**src/rtl/wb_port_arbiter_if.sv**
```systemverilog
// Requester-side result handshakes and the shared writeback/broadcast port of wb_port_arbiter.
interface wb_port_arbiter_if #(
    parameter int N_REQ  = 4,
    parameter int PD_W   = 7,
    parameter int DATA_W = 32
);
    localparam int SRC_W = $clog2(N_REQ);

    logic [N_REQ-1:0]        req_valid;
    logic [N_REQ-1:0]        req_ready;
    logic [N_REQ*PD_W-1:0]   req_pd;
    logic [N_REQ*DATA_W-1:0] req_data;
    logic                    wb_en;
    logic [PD_W-1:0]         wb_pd;
    logic [DATA_W-1:0]       wb_data;
    logic [SRC_W-1:0]        wb_src;

    modport slave (
        input  req_valid, req_pd, req_data,
        output req_ready, wb_en, wb_pd, wb_data, wb_src
    );

    modport master (
        output req_valid, req_pd, req_data,
        input  req_ready, wb_en, wb_pd, wb_data, wb_src
    );
endinterface

```
**src/rtl/wb_port_arbiter.sv**
```systemverilog
// Round-robin writeback arbiter: per-requester result FIFOs drained one per cycle onto a
// registered PRF write / wakeup broadcast port; results tagged x0 are never broadcast.
module wb_port_arbiter #(
    parameter int N_REQ  = 4,
    parameter int DEPTH  = 2,
    parameter int PD_W   = 7,
    parameter int DATA_W = 32
) (
    input  logic             clk,
    input  logic             reset,
    input  logic             flush,
    wb_port_arbiter_if.slave bus
);
    localparam int SRC_W = $clog2(N_REQ);
    localparam int PTR_W = $clog2(DEPTH);
    localparam int CNT_W = PTR_W + 1;

    logic [PD_W-1:0]   r_mem_pd   [N_REQ][DEPTH];
    logic [DATA_W-1:0] r_mem_data [N_REQ][DEPTH];
    logic [PTR_W-1:0]  r_wptr     [N_REQ];
    logic [PTR_W-1:0]  r_rptr     [N_REQ];
    logic [CNT_W-1:0]  r_count    [N_REQ];
    logic [SRC_W-1:0]  r_rr_ptr;
    logic              r_wb_en;
    logic [PD_W-1:0]   r_wb_pd;
    logic [DATA_W-1:0] r_wb_data;
    logic [SRC_W-1:0]  r_wb_src;

    logic [N_REQ-1:0]  w_ready;
    logic [N_REQ-1:0]  w_push;
    logic [N_REQ-1:0]  w_pop;
    logic              w_win_valid;
    logic [SRC_W-1:0]  w_win_idx;
    logic [SRC_W-1:0]  w_cand;
    logic [SRC_W-1:0]  w_rr_next;
    logic [PD_W-1:0]   w_head_pd;
    logic [DATA_W-1:0] w_head_data;

    // Ready looks only at occupancy, never at this cycle's grant.
    always_comb begin
        for (int i = 0; i < N_REQ; i++) begin
            w_ready[i] = !reset && !flush && (r_count[i] < CNT_W'(DEPTH));
            w_push[i]  = bus.req_valid[i] && w_ready[i];
        end
    end

    always_comb begin
        w_win_valid = 1'b0;
        w_win_idx   = '0;
        w_cand      = '0;
        for (int k = 0; k < N_REQ; k++) begin
            w_cand = SRC_W'((int'(r_rr_ptr) + k) % N_REQ);
            if (!w_win_valid && (r_count[w_cand] != '0)) begin
                w_win_valid = 1'b1;
                w_win_idx   = w_cand;
            end
        end
    end

    always_comb begin
        for (int i = 0; i < N_REQ; i++) begin
            w_pop[i] = w_win_valid && !flush && (w_win_idx == SRC_W'(i));
        end
    end

    assign w_head_pd   = r_mem_pd[w_win_idx][r_rptr[w_win_idx]];
    assign w_head_data = r_mem_data[w_win_idx][r_rptr[w_win_idx]];
    assign w_rr_next   = (w_win_idx == SRC_W'(N_REQ - 1)) ? '0 : w_win_idx + SRC_W'(1);

    always_ff @(posedge clk) begin
        for (int i = 0; i < N_REQ; i++) begin
            if (w_push[i]) begin
                r_mem_pd[i][r_wptr[i]]   <= bus.req_pd[i*PD_W +: PD_W];
                r_mem_data[i][r_wptr[i]] <= bus.req_data[i*DATA_W +: DATA_W];
            end
        end
    end

    // Stage boundary: FIFO heads -> registered writeback port.
    always_ff @(posedge clk or posedge reset) begin
        if (reset) begin
            for (int i = 0; i < N_REQ; i++) begin
                r_wptr[i]  <= '0;
                r_rptr[i]  <= '0;
                r_count[i] <= '0;
            end
            r_rr_ptr  <= '0;
            r_wb_en   <= 1'b0;
            r_wb_pd   <= '0;
            r_wb_data <= '0;
            r_wb_src  <= '0;
        end else if (flush) begin
            for (int i = 0; i < N_REQ; i++) begin
                r_wptr[i]  <= '0;
                r_rptr[i]  <= '0;
                r_count[i] <= '0;
            end
            r_rr_ptr <= '0;
            r_wb_en  <= 1'b0;
        end else begin
            for (int i = 0; i < N_REQ; i++) begin
                if (w_push[i]) begin
                    r_wptr[i] <= r_wptr[i] + PTR_W'(1);
                end
                if (w_pop[i]) begin
                    r_rptr[i] <= r_rptr[i] + PTR_W'(1);
                end
                r_count[i] <= r_count[i] + CNT_W'(w_push[i]) - CNT_W'(w_pop[i]);
            end
            // An x0 result still takes its slot but is never written or broadcast.
            r_wb_en <= w_win_valid && (w_head_pd != '0);
            if (w_win_valid) begin
                r_rr_ptr  <= w_rr_next;
                r_wb_pd   <= w_head_pd;
                r_wb_data <= w_head_data;
                r_wb_src  <= w_win_idx;
            end
        end
    end

    assign bus.req_ready = w_ready;
    assign bus.wb_en     = r_wb_en;
    assign bus.wb_pd     = r_wb_pd;
    assign bus.wb_data   = r_wb_data;
    assign bus.wb_src    = r_wb_src;
endmodule

```
**src/flat_wrapper.sv**
```systemverilog
// flat-port wrapper written by rule: the top's interface ports become plain ports
module wb_port_arbiter_flat 
#(
    parameter int N_REQ  = 4,
    parameter int DEPTH  = 2,
    parameter int PD_W   = 7,
    parameter int DATA_W = 32
)
  (clk, reset, flush, bus_req_valid, bus_req_pd, bus_req_data, bus_req_ready, bus_wb_en, bus_wb_pd, bus_wb_data, bus_wb_src);
  wb_port_arbiter_if #(.N_REQ(N_REQ), .PD_W(PD_W), .DATA_W(DATA_W)) bus_i ();
  input  logic clk;
  input  logic reset;
  input  logic flush;
  input wire logic [$bits(bus_i.req_valid)-1:0] bus_req_valid;
  input wire logic [$bits(bus_i.req_pd)-1:0] bus_req_pd;
  input wire logic [$bits(bus_i.req_data)-1:0] bus_req_data;
  output wire logic [$bits(bus_i.req_ready)-1:0] bus_req_ready;
  output wire logic [$bits(bus_i.wb_en)-1:0] bus_wb_en;
  output wire logic [$bits(bus_i.wb_pd)-1:0] bus_wb_pd;
  output wire logic [$bits(bus_i.wb_data)-1:0] bus_wb_data;
  output wire logic [$bits(bus_i.wb_src)-1:0] bus_wb_src;
  assign bus_i.req_valid = bus_req_valid;
  assign bus_i.req_pd = bus_req_pd;
  assign bus_i.req_data = bus_req_data;
  assign bus_req_ready = bus_i.req_ready;
  assign bus_wb_en = bus_i.wb_en;
  assign bus_wb_pd = bus_i.wb_pd;
  assign bus_wb_data = bus_i.wb_data;
  assign bus_wb_src = bus_i.wb_src;
  wb_port_arbiter #(.N_REQ(N_REQ), .DEPTH(DEPTH), .PD_W(PD_W), .DATA_W(DATA_W)) u_core (.clk(clk), .reset(reset), .flush(flush), .bus(bus_i));
endmodule
```
**config.mk**
```make
export PLATFORM = sky130hd
export DESIGN_NAME = wb_port_arbiter_flat
export DESIGN_NICKNAME = d
export VERILOG_FILES = /design/src/rtl/wb_port_arbiter_if.sv /design/src/rtl/wb_port_arbiter.sv /design/src/flat_wrapper.sv
export SDC_FILE = /design/constraint.sdc
export NUM_CORES = 1
export LEC_CHECK = 0
export BUFFER_PORTS_ARGS = -buffer_cell sky130_fd_sc_hd__clkbuf_2
export CAP_MARGIN = 0
export CORE_ASPECT_RATIO = 1.4
export CORE_MARGIN = 4
export CORE_UTILIZATION = 30
export CTS_BUF_LIST = sky130_fd_sc_hd__clkbuf_2
export DETAILED_ROUTE_END_ITERATION = 12
export GPL_ROUTABILITY_DRIVEN = 0
export SLEW_MARGIN = 20
export SYNTH_ARGS = -nofsm -noshare
export SYNTH_HDL_FRONTEND = slang
export SYNTH_SLANG_ARGS = --single-unit
```
**constraint.sdc**
```tcl
create_clock -name clk -period 8.6 [get_ports clk]
set_input_delay 0.86 -clock clk [delete_from_list [all_inputs] [get_ports clk]]
set_output_delay 0.86 -clock clk [all_outputs]
set_load 0.005 [all_outputs]
```
## Yosys cells after proc, flatten, opt, wreduce, memory -nomap -nowiden

Memory sizes are Yosys's and may differ from the RTL's.
Cells that the tools add are included.

- Memories: 2
- Memory bits (writable): 312
- Register bits: 60
- Output and inout port bits: 46
- Input port bits: 163
- Word-level logic and storage cells: 186

Memory list:

| memory | words | bits a word | read ports | clocked after memory_dff | wr ports | line | source |
|---|---|---|---|---|---|---|---|
| u_core.r_mem_data | 4 | 64 | 1 | 0 | 4 | wb_port_arbiter.sv:19 | `logic [DATA_W-1:0] r_mem_data [N_REQ][DEPTH];` |
| u_core.r_mem_pd | 4 | 14 | 1 | 0 | 4 | wb_port_arbiter.sv:18 | `logic [PD_W-1:0] r_mem_pd [N_REQ][DEPTH];` |

- Muxes and demuxes: 72
- Reductions and logical operators: 43
- Add/sub/neg operators: 20
- $lt $le $gt $ge: 18
- Bitwise operators: 11
- Equality and inequality tests: 3

Operator list:

| kind | number |
|---|---|
| 64-bit 2-to-1 mux | 4 |
| 32-bit 2-to-1 mux | 7 |
| 32-bit demux with 1-bit select | 4 |
| 14-bit 2-to-1 mux | 4 |
| 7-bit 2-to-1 mux | 7 |
| 2-bit 2-to-1 mux | 15 |
| 7-bit demux with 1-bit select | 4 |
| 2-bit nonzero test | 13 |
| 1-bit logical AND | 22 |
| 1-bit 2-to-1 mux | 19 |
| 2-bit binary-select mux with 2-bit select | 4 |
| 3-bit >= comparator, second input constant | 5 |
| 2-bit inverter with 3-bit output | 5 |
| 2-bit >= comparator, second input constant | 5 |
| 1-bit inverter with 2-bit output | 5 |
| 1-bit adder, second input constant | 8 |
| 2-bit by 1-bit adder with 2-bit output | 4 |
| 2-bit by 1-bit < comparator with 1-bit output, second input constant | 4 |
| 2-bit < comparator, second input constant | 4 |
| 4-bit 2-to-1 mux | 2 |
| 8-bit 2-to-1 mux | 1 |
| 2-bit by 1-bit subtractor with 2-bit output | 4 |
| 7-bit nonzero test | 1 |
| 1-bit logical NOT | 5 |
| 8 further kinds | 11 |

## Logic depth before layout (Yosys ltp)

- Depth in word-level cells: 26
- Gate-level depth with buffers: 15
- Mapped depth without buffers: 13

## Worst setup path before layout

No wires, ideal clock.

- Path type: input -> register
- Start: input reset
- End: memory u_core.r_mem_data[0][32] (netlist bit), enable pin
- Arrival: 2958 ps
- Path buffers: 0
- Slack: 5207 ps
- Stages: 3
- Data required time: 8165 ps
- Setup time: 435 ps
- Cell sequence: nor3_1 nand2_1 nor2_1

RTL lines:

| what | line | source |
|---|---|---|
| from (decl) | flat_wrapper.sv:12 | `input logic reset;` |
| to (decl) | wb_port_arbiter.sv:19 |  |

## Worst setup path in the final report

- Start: register u_core.r_count[5] (netlist bit)
- End: register u_core.r_wb_en, in the netlist u_core.bus.wb_en

- Longest elaborated chain between the ends: 25
- Elaborated cells between the ends (all ways): 42
- Those cells by class: mux (27); bitwise (2); reduce/logical (12); memory (1)

Ends and longest elaborated chain:

| what | line | source |
|---|---|---|
| from (decl) | wb_port_arbiter.sv:22 | `logic [CNT_W-1:0] r_count [N_REQ];` |
| from (signal, indexed assignment) | wb_port_arbiter.sv:108 | `r_count[i] <= r_count[i] + CNT_W'(w_push[i]) - CNT_W'(w_pop[i]);` |
| 2-bit binary-select mux with 2-bit select | wb_port_arbiter.sv:53 | `if (!w_win_valid && (r_count[w_cand] != '0)) begin` |
| 2-bit 2-to-1 mux (not written as such) (2 in series) | wb_port_arbiter.sv:53 |  |
| 2-bit nonzero test | wb_port_arbiter.sv:53 |  |
| 1-bit 2-to-1 mux | wb_port_arbiter.sv:53 |  |
| 1-bit logical NOT | wb_port_arbiter.sv:53 |  |
| 1-bit logical AND | wb_port_arbiter.sv:53 |  |
| 1-bit 2-to-1 mux | wb_port_arbiter.sv:53 |  |
| 1-bit logical NOT | wb_port_arbiter.sv:53 |  |
| [5 not listed] | - |  |
| 2-bit inverter with 3-bit output (not written as such) | wb_port_arbiter.sv:66 | `assign w_head_pd = r_mem_pd[w_win_idx][r_rptr[w_win_idx]];` |
| 1-bit binary-select mux with 2-bit select | wb_port_arbiter.sv:66 |  |
| 1-bit 2-to-1 mux (not written as such) (2 in series) | wb_port_arbiter.sv:66 |  |
| 1-bit inverter with 2-bit output (not written as such) | wb_port_arbiter.sv:66 |  |
| 7-bit 2-to-1 mux (not written as such) (3 in series) | wb_port_arbiter.sv:66 |  |
| 7-bit nonzero test | wb_port_arbiter.sv:111 | `r_wb_en <= w_win_valid && (w_head_pd != '0);` |
| 1-bit logical AND (*) | wb_port_arbiter.sv:111 |  |
| 1-bit 2-to-1 mux (*) | wb_port_arbiter.sv:92 | `end else if (flush) begin` |
| to (signal assigned) | wb_port_arbiter.sv:111 |  |
| to (decl) | wb_port_arbiter.sv:24 | `logic r_wb_en;` |

Every way passes the cells marked *; elsewhere a longest branch is shown, timed or not. The select of a mux whose other input is x is not followed.
A chain may end at the register's enable or synchronous reset.

==> flow_summary.toml <==
[min_path]
min_to = "u_core.r_wptr[2]"
min_from = "bus_req_valid[1]"
hp-class = "input pin to flop"
hold_depth = 4

[pwr]
intPower_uw = 3658
vdd_drop_max_mv = 0.2921
power.static_leakage_uw = 0.007667
power.share.clock_pct = 19.3
power_frac_comb_pct = 46.0
p_switching_uw = 2754
pwr-share-seq_pct = 34.7
p_sw_share_pct = 42.95
power_density_nw_per_um2 = 339.5

[logic_synthesis]
synth_top_cell_by_area = "edfxtp_1"
synth-simple-area-share_pct = 14.28
synth.area.mux_share_pct = 1.996
synthAdderAreaFrac_pct = 1.023
synth_ff_type = "edfxtp_1"
syn_avg_cell_area_um2 = 13.05
yosysWarningCount = 0
synth-async-reset-ratio_pct = 16.13
synth_edf_count = 312
synth_top_family_by_area = "simple AND/OR/NAND/NOR gates"
synth.distinct_cells = 39
synth_fp_nets = 1299
synth_seq_cells = 372
synth_top_cells_by_area = "edfxtp_1 (64%), dfrtp_1 (10%), nand2_1 (8.6%)"
synth_top_cell_area_share_pct = 63.86
synthesis.area_um2 = 14670
synthCells = 1124
synth_commonest_cells = "nand2_1 (338), edfxtp_1 (312), nand3_1 (74)"
synthXorXnorAreaFrac_pct = 0.9551
synth-compound-area-share_pct = 5.560
synth.most_common_cell = "nand2_1"
ys_seq_area_share_pct = 74.09

[cells_and_area]
layout.nets = 1703
drive_above_1_share_pct = 23.63
finish.instance_area_um2 = 18890
fillers = 4675
area_delta_synth_final_pct = 28.72

[critical_path]
crit_required_ns = 9.44
crit_family = "compound AO/OA/AOI/OAI gates"
reg2reg_slack_ns = 3.97
cp_num_cells = 11
timing_worst_setup_path_type = "flop to flop"
r2r_start = "u_core.r_count[5]"
cp-start-kind = "flop"
rr_worst_depth = 11
critical_path_arrival_ns = 5.47
crit_buf_inv = 3
r2r-end = "u_core.bus.wb_en"
path_max_fanout = 78
cp_slowest_cell = "o21a_4"
critPathMostFrequentCell = "buf_4"
worst_setup_path_end_kind = "flop"
crit_path_max_incr_delay_ns = 0.65
crit_path_cell_trace = "or2_0, o311ai_0, o21a_4, buf_4, inv_4, buf_4, nand2_1, nand3_1, a32o_1, nor4_1, a31oi_1"

[cts]
cts_sinks = 372
clkTransAtPathRegs_ns = 0.12
numCtsBuffers = 89
cts.htree.levels = 3
clockBufferDepth = 3
clock_latency_ns = 1.05
cts_tree = "yes"
clockRootBuffer = "clkbuf_2"

[sta]
hold_viol = 0
setup_viol = 0
fin_skew_ns = 0.06337
finalSetupTns_ns = 0
slew_viol_final = 0
post-route-period-util_pct = 53.84
worstMarginPinSlew_ns = 0.9658
min_period_ns = 4.630
relSlewSlack_pct = 35.62
rsz0062_at_grt = "false"
fmax_mhz = 216.0

[global_route]
grt_pass1_wl_um = 63220
grtUsageTotal_pct = 15.75
grt_max_degree = 80
grt_overflow = 0
first_global_vias = 11060
antenna_found_initial = 3

[drt]
wl_per_cell_um = 18.94
drt_iter0_markers = 602
drc = 0
first_pass_iters = 5
vias_per_cell = 4.718
wirelength_um = 42340
ant_nets = 0
vias = 10550

[run]
drv_cap = 0

[die]
num_rows = 95
io_pins = 209
start_util_pct = 30.40
core_area_um2 = 48260
die_x_um = 194.9
die_area_um2 = 52560
fp.dieH_um = 269.7

[placement]
numPortBuffers = 208
dp_hpwl_um = 26200
placed_area_um2 = 16410

[run_status]
status = "complete, no violations"
==> routing by layer <==
metal  part of all wire (%)  up-vias  global-route usage [%]
li1                       -     4934                       -
met1                     39     5180                   17.94
met2                     53      343                   28.23
met3                    5.3       90                   3.284
met4                    2.9        2                   7.169
met5                  0.031        -                       0
==> flip-flops by register name, summed over array words and instances, names as in the netlist <==
name and flops:
u_core.bus.wb_src 2, u_core.bus.wb_data 32, u_core.bus.wb_pd 7, u_core.r_mem_data 256, u_core.r_count 8, u_core.r_wptr 4, u_core.r_rr_ptr 2, u_core.r_rptr 4
u_core.bus.wb_en 1, u_core.r_mem_pd 56
==> power by group through the flow <==
stage / clock, uW / combinational, uW / sequential (uW)
final: 1240 / 2950 / 2230
after global routing: 1380 / 3300 / 2250
after CTS: 1290 / 3000 / 2230
after detailed placement: 0 / 2930 / 2270
after global placement: 0 / 2850 / 2260
after floorplan: 0 / 2050 / 2260
==> placed cells by master (no fill, tap or decap), types with 13 or more instances in the layout <==
cell / count
nand2_1: 338
clkbuf_2: 338
edfxtp_1: 312
dlygate4sd3_1: 157
nand3_1: 74
dfrtp_1: 60
a31oi_1: 36
and3_1: 32
a311oi_1: 32
mux2i_1: 27
clkinv_1: 25
o21ai_1: 20
nor2_1: 19
o21ai_0: 18
buf_4: 13
==> cell type report <==
| cell class | instances | area (um^2) | area share [%] |
|---|---|---|---|
| timing repair buffer | 378 | 2710 | 14.35 |
| inverter | 15 | 62.56 | 0.3313 |
| antenna | 2 | 5.005 | 0.02650 |
| sequential | 372 | 10870 | 57.56 |
| clock inverter | 37 | 252.7 | 1.338 |
| multi-input combinational | 672 | 3546 | 18.78 |
| tap | 630 | 788.3 | 4.174 |
| clock buffer | 130 | 650.6 | 3.445 |
==> how the worst max path moves through the flow <==
stage                                 start  slack [ns]                       end
final                     u_core.r_count[5]        3.97          u_core.bus.wb_en
after global routing      u_core.r_count[5]        3.69          u_core.bus.wb_en
after CTS                 u_core.r_count[5]        3.98          u_core.bus.wb_en
after detailed placement  u_core.r_count[5]        4.03          u_core.bus.wb_en
after global placement    u_core.r_count[5]        4.21          u_core.bus.wb_en
after floorplan                       reset        5.21  u_core.r_mem_data[0][32]
==> worst reg2reg max path, stage by stage (launching register included) <==
cell      delay, ns
dfrtp_1        0.43
or2_0          0.26
o311ai_0       0.46
o21a_4         0.65
buf_4          0.72
inv_4          0.39
buf_4          0.47
nand2_1        0.31
nand3_1        0.09
a32o_1         0.30
nor4_1         0.27
a31oi_1        0.12
==> stage by stage <==
step	total power [uW]	cells	hold slack, ns	utilization, %	worst slack (ns)
finish	6411	2236	0.2814	39.13	3.970
global route	6931	2236	0.1898	39.13	3.687
CTS	6517	2234	0.07792	39.12	3.978
detailed placement	5195	1910	0.4674	34.00	4.033
global placement	5114	1910	0.4624	34.00	4.213
floorplan	4307	1124	0.4698	-	5.207
==> cells by family (layout without fill, tap and decap cells) <==
logic type	count (synthesis)	count (layout)
XOR/XNOR	16	16
AO/OA/AOI/OAI	122	122
other	0	2
adder cells (fa/ha/maj)	12	12
multiplexers	28	28
AND/OR/NAND/NOR	494	494
flip-flops	372	372
buffers and inverters	80	560
==> timing repair <==
| item | 4_1_cts | 5_1_grt |
|---|---|---|
| hold buffers | 157 | 0 |
| gates resized for setup | 0 | 0 |
| hold endpoints to repair | 332 | 0 |
| buffers inserted | 0 | 0 |
Note: power is estimated with default switching activity, not from simulation.
